--- src/rtl/genius_pkg.sv ---
// Shared definitions for the memory game: one-hot colour codes, sequencer
// state encoding and a one-hot check helper.
package genius_pkg;

   localparam logic [3:0] VERDE    = 4'b1000;
   localparam logic [3:0] AMARELO  = 4'b0100;
   localparam logic [3:0] AZUL     = 4'b0010;
   localparam logic [3:0] VERMELHO = 4'b0001;
   localparam logic [3:0] APAGADO  = 4'b0000;

   typedef enum logic [2:0] {
      OCIOSO,
      CARREGA,
      LE,
      ACENDE,
      APAGA,
      FIM
   } estado_t;

   function automatic logic eh_um_quente(input logic [3:0] codigo);
      return $countones(codigo) == 1;
   endfunction

endpackage

--- src/rtl/contador_tempo.sv ---
// Loadable down-counter: carrega has priority, then counts down and holds at zero.
// fim_tempo is high whenever the count is zero.
module contador_tempo #(
   parameter int W = 9
) (
   input  logic         clock,
   input  logic         reset,
   input  logic         carrega,
   input  logic [W-1:0] valor,
   output logic         fim_tempo
);

   logic [W-1:0] contagem;

   always_ff @(posedge clock) begin
      if (reset) begin
         contagem <= '0;
      end else if (carrega) begin
         contagem <= valor;
      end else if (contagem != '0) begin
         contagem <= contagem - 1'b1;
      end
   end

   assign fim_tempo = (contagem == '0);

endmodule

--- src/rtl/exibe_sequencia.sv ---
// Plays codes 0..ultimo from sequence memory on the LED: T_ON on, T_OFF off each;
// first code 2 cycles after iniciar. Optional VERIFICA_CODIGO_EN adds erro for non-one-hot codes.
module exibe_sequencia
   import genius_pkg::*;
#(
   parameter int T_ON   = 500,
   parameter int T_OFF  = 250,
   parameter int ADDR_W = 4
) (
   input  logic              clock,
   input  logic              reset,
   input  logic              iniciar,
   input  logic [ADDR_W-1:0] ultimo,
   output logic [ADDR_W-1:0] endereco,
   input  logic [3:0]        dado_mem,
   output logic [3:0]        codigo_led,
   output logic              ocupado,
`ifdef VERIFICA_CODIGO_EN
   output logic              erro,
`endif
   output logic              pronto
);

   localparam int TW = $clog2(((T_ON > T_OFF) ? T_ON : T_OFF) + 1);
   // Reload with N-1 so the state lasts N cycles including the load cycle.
   localparam logic [TW-1:0] RECARGA_ON  = TW'(T_ON - 1);
   localparam logic [TW-1:0] RECARGA_OFF = TW'(T_OFF - 1);

   estado_t           estado, prox;
   logic [ADDR_W-1:0] ult_r;
   logic [3:0]        codigo_r;
   logic              carrega;
   logic [TW-1:0]     valor;
   logic              fim_tempo;

   contador_tempo #(.W(TW)) u_contador (
      .clock     (clock),
      .reset     (reset),
      .carrega   (carrega),
      .valor     (valor),
      .fim_tempo (fim_tempo)
   );

   always_comb begin
      prox    = estado;
      carrega = 1'b0;
      valor   = '0;
      case (estado)
         OCIOSO:  if (iniciar) prox = CARREGA;
         CARREGA: prox = LE;
         LE: begin
`ifdef VERIFICA_CODIGO_EN
            if (!eh_um_quente(dado_mem)) prox = OCIOSO;
            else
`endif
            begin
               prox    = ACENDE;
               carrega = 1'b1;
               valor   = RECARGA_ON;
            end
         end
         ACENDE: begin
            if (fim_tempo) begin
               prox    = APAGA;
               carrega = 1'b1;
               valor   = RECARGA_OFF;
            end
         end
         APAGA: begin
            if (fim_tempo) prox = (endereco == ult_r) ? FIM : CARREGA;
         end
         FIM:     prox = OCIOSO;
         default: prox = OCIOSO;
      endcase
   end

   always_ff @(posedge clock) begin
      if (reset) begin
         estado   <= OCIOSO;
         endereco <= '0;
         ult_r    <= '0;
         codigo_r <= APAGADO;
      end else begin
         estado <= prox;
         case (estado)
            OCIOSO: begin
               if (iniciar) begin
                  ult_r    <= ultimo;
                  endereco <= '0;
               end
            end
            LE: begin
               codigo_r <= dado_mem;
               if (prox == OCIOSO) endereco <= '0;
            end
            // Increment only when more elements remain, so the last index never wraps.
            APAGA: begin
               if (fim_tempo && (endereco != ult_r)) endereco <= endereco + 1'b1;
            end
            FIM:     endereco <= '0;
            default: ;
         endcase
      end
   end

   assign codigo_led = (estado == ACENDE) ? codigo_r : APAGADO;
   assign ocupado    = (estado == CARREGA) || (estado == LE) ||
                       (estado == ACENDE)  || (estado == APAGA);
   assign pronto     = (estado == FIM);
`ifdef VERIFICA_CODIGO_EN
   assign erro       = (estado == LE) && !eh_um_quente(dado_mem);
`endif

endmodule

--- config.mk ---
export PLATFORM = sky130hd
export DESIGN_NAME = exibe_sequencia
export DESIGN_NICKNAME = d
export VERILOG_FILES = /design/src/rtl/genius_pkg.sv /design/src/rtl/contador_tempo.sv /design/src/rtl/exibe_sequencia.sv
export SDC_FILE = /design/constraint.sdc
export NUM_CORES = 1
export LEC_CHECK = 0
export BUFFER_PORTS_ARGS = -buffer_cell sky130_fd_sc_hd__buf_4
export CORE_UTILIZATION = 35
export CTS_BUF_LIST = sky130_fd_sc_hd__clkbuf_8
export DETAILED_ROUTE_END_ITERATION = 10
export PLACE_DENSITY = 0.55
export RECOVER_POWER = 50
export SYNTH_ARGS = -nofsm -noshare
export SYNTH_HDL_FRONTEND = slang
export SYNTH_SLANG_ARGS = --single-unit
--- constraint.sdc ---
create_clock -name clock -period 4.8 [get_ports clock]
set_input_delay 0.96 -clock clock [delete_from_list [all_inputs] [get_ports clock]]
set_output_delay 0.96 -clock clock [all_outputs]
set_load 0.1 [all_outputs]
==> out/summary.txt <==
Status -> finished, violations left
Failing checks -> capacitance limit, slew limit
Crit path launch type -> flip-flop
Port bufs -> 20
Vias -> 1115
Synthesized area -> 0.00126 sq mm
Critical path class -> flip-flop to flip-flop
Met3 usage -> 2.48%
Post-Syn Instances -> 142
FP Rows -> 21
Peak Freq -> 0.360 GHz
Post-synth EDFFs -> 0
Clk network pwr share -> 23.5%
Max-Slew Margin vs Limit -> -2.72%
Skew-Pair Late Insertion Delay -> 0.27 ns
IO Count -> 21
DR iter-0 viols -> 73
Seq/Total Area, Yosys -> 38.0%
Routed WL -> 2780 microns
Crit path arrival time -> 2.97 ns
Gr busiest metal -> met1
Detail Placement HPWL -> 1980 microns
Critical Path Fanout Max -> 9
Final Util -> 44.0%
Met1 Track Usage GR -> 23.6%
Pre-CTS WS -> 2.56 ns
Post-route ant nets -> 0
GRT Overall Usage -> 15.8%
Crit. End Element -> flip-flop
Worst Hold Slack -> 0.460 ns
TritonRoute pass-1 iters -> 4
Pwr Density -> 498 mW/mm^2
Final Hold Viols -> 0
Root Driver -> clkbuf_8
Setup TNS -> 0 ns
FILL cells -> 343
Clock Path Buffers -> 2
Layout cell share with drive strength beyond 1 -> 16.9%
Maximum VDD drop -> 158 uV
Fin nets -> 175
Final global-route overflow total -> 0
Hold Path Class -> flip-flop to flip-flop
Initial antenna violation count -> 0
Fin crit period -> 2.78 ns
Vias in the first global route -> 984
# setup viols final -> 0
GP Congestion -> 0.763
CP Data Required Time -> 5.00 ns
Sw frac -> 36.2%
CTS Hold Bufs -> 0
Clock skew -> 0.00853 ns
Clock Sink Count -> 24
WL/cell -> 13.5 microns
Worst slew pin tran -> 1.53 ns
Final Cycle Share -> 57.8%
Library cells used by synthesis -> 41
Logic gate share of total power -> 38.3%
H-tree Lvls -> 1
Commonest non-fill, non-tap cell in the layout -> dfxtp_1
Leakage -> 0.596 nW
Post-synth top flop -> dfxtp_1
Largest net degree at the start of global routing -> 25
DRC Markers -> 0
Postcts setup bufs -> 0
Max cap viols -> 1
Die footprint -> 0.00386 sq mm
Yosys warning count -> 0
CTS tree -> yes
Worst-path clk slew -> 0.09 ns
Final Max Tran Viols -> 10
Vias per cell -> 5.41
Area Overhead vs Synth -> 18.1%
Grt met2 use -> 23.1%
Sequential power share -> 38.2%
Core Region -> 0.00339 sq mm
CTS buffer count -> 3
Post-CTS Resized -> 0
Global-route wire length before repair -> 4490 microns
Post-Synthesis Net Count -> 156
Avg Cell Area, Syn -> 8.90 sq um
P_sw -> 269 uW
#FFs+latches synth -> 24
# diodes -> 0
Async S/R FF share, synth -> 0%
Commonest cells after routing, fill and taps aside -> dfxtp_1 (24), buf_4 (17), a21oi_1 (14), nor2_1 (12), nand2_1 (9)
Die span in x -> 62.1 microns
Setup slack after layout -> 2.02 ns
RSZ-0062 raised after global routing -> false
Pint -> 474 uW
Die H -> 62.1 microns
Initial core utilization -> 37.3%
[state kept, by name, summed over array words and instances (netlist names)]
register / count
codigo_r: 4
ult_r: 4
u_contador.contagem: 9
endereco: 4
estado: 3
[final timing paths]
check        slack (ns)                  endpoint                                 from  depth (start not counted)
max                2.02  endereco[1]$_SDFFE_PP0P_  u_contador.contagem[4]$_SDFFE_PP0P_                          4
min                0.46  codigo_r[3]$_SDFFE_PP0P_             codigo_r[3]$_SDFFE_PP0P_                          2
max reg2reg        2.02  endereco[1]$_SDFFE_PP0P_  u_contador.contagem[4]$_SDFFE_PP0P_                          4
min reg2reg        0.46  codigo_r[3]$_SDFFE_PP0P_             codigo_r[3]$_SDFFE_PP0P_                          2
[cells in the mapped netlist, types with 2 or more instances]
library cell | count | area share (%)
dfxtp_1 | 24 | 38
a21oi_1 | 14 | 5.5
nor2_1 | 12 | 3.6
nand2_1 | 9 | 2.7
clkbuf_1 | 6 | 1.8
mux2i_1 | 6 | 4.8
nand3_1 | 6 | 2.4
and3_1 | 5 | 2.5
inv_1 | 5 | 1.5
xnor2_1 | 5 | 3.5
a31oi_1 | 4 | 2.0
o211ai_1 | 4 | 2.4
or4_1 | 4 | 2.4
xor2_1 | 4 | 2.8
ha_1 | 3 | 3.0
a211oi_1 | 2 | 1.2
nand2b_1 | 2 | 0.99
nor2b_1 | 2 | 0.99
nor4_1 | 2 | 0.99
o21ai_0 | 2 | 0.79
[metal layers]
layer | share of wire (%) | up-vias
li1 | - | 555
met1 | 49 | 531
met2 | 47 | 27
met3 | 3.9 | 2
met4 | 0.61 | 0
met5 | 0 | -
[worst max-delay path, cell delays in order (launching register included)]
cell and delay [ns]:
dfxtp_1 0.35, nor4_1 1.26, o2111ai_2 0.39, or4b_1 0.56, a21oi_1 0.15
[through the flow]
stage	instances	power (mW)	cell area (sq um)
2_1_floorplan	142	0.525	1260
3_3_place_gp	202	0.581	1450
3_5_place_dp	202	0.586	1450
4_1_cts	206	0.763	1520
5_1_grt	206	0.801	1490
6_report	206	0.744	1490
[cell type report]
class	count	area, sq um	share of cell area, %
multi-input combinational	107	722	48.4
tap	46	57.6	3.86
timing repair buffer	20	143	9.56
clock inverter	1	30.0	2.01
sequential	24	480	32.2
clock buffer	3	41.3	2.77
inverter	5	18.8	1.26
[power by group through the flow]
stage	clock (mW)	sequential [mW]	combinational [mW]
CTS	0.179	0.291	0.293
floorplan	0	0.282	0.242
detailed placement	0	0.296	0.290
finish	0.175	0.284	0.285
global placement	0	0.293	0.288
global route	0.187	0.292	0.322
[kinds of logic (layout without fill, tap and decap cells)]
group                    Yosys count  count (layout)  share of synthesized area, %
AND/OR/NAND/NOR                   54              54                          26.3
AO/OA/AOI/OAI                     35              35                          18.4
flip-flops                        24              24                          38.0
buffers and inverters             11              29                          3.27
XOR/XNOR                           9               9                          6.24
multiplexers                       6               6                          4.75
adder cells (fa/ha/maj)            3               3                          2.97
Note: power is estimated with default switching activity, not from simulation.
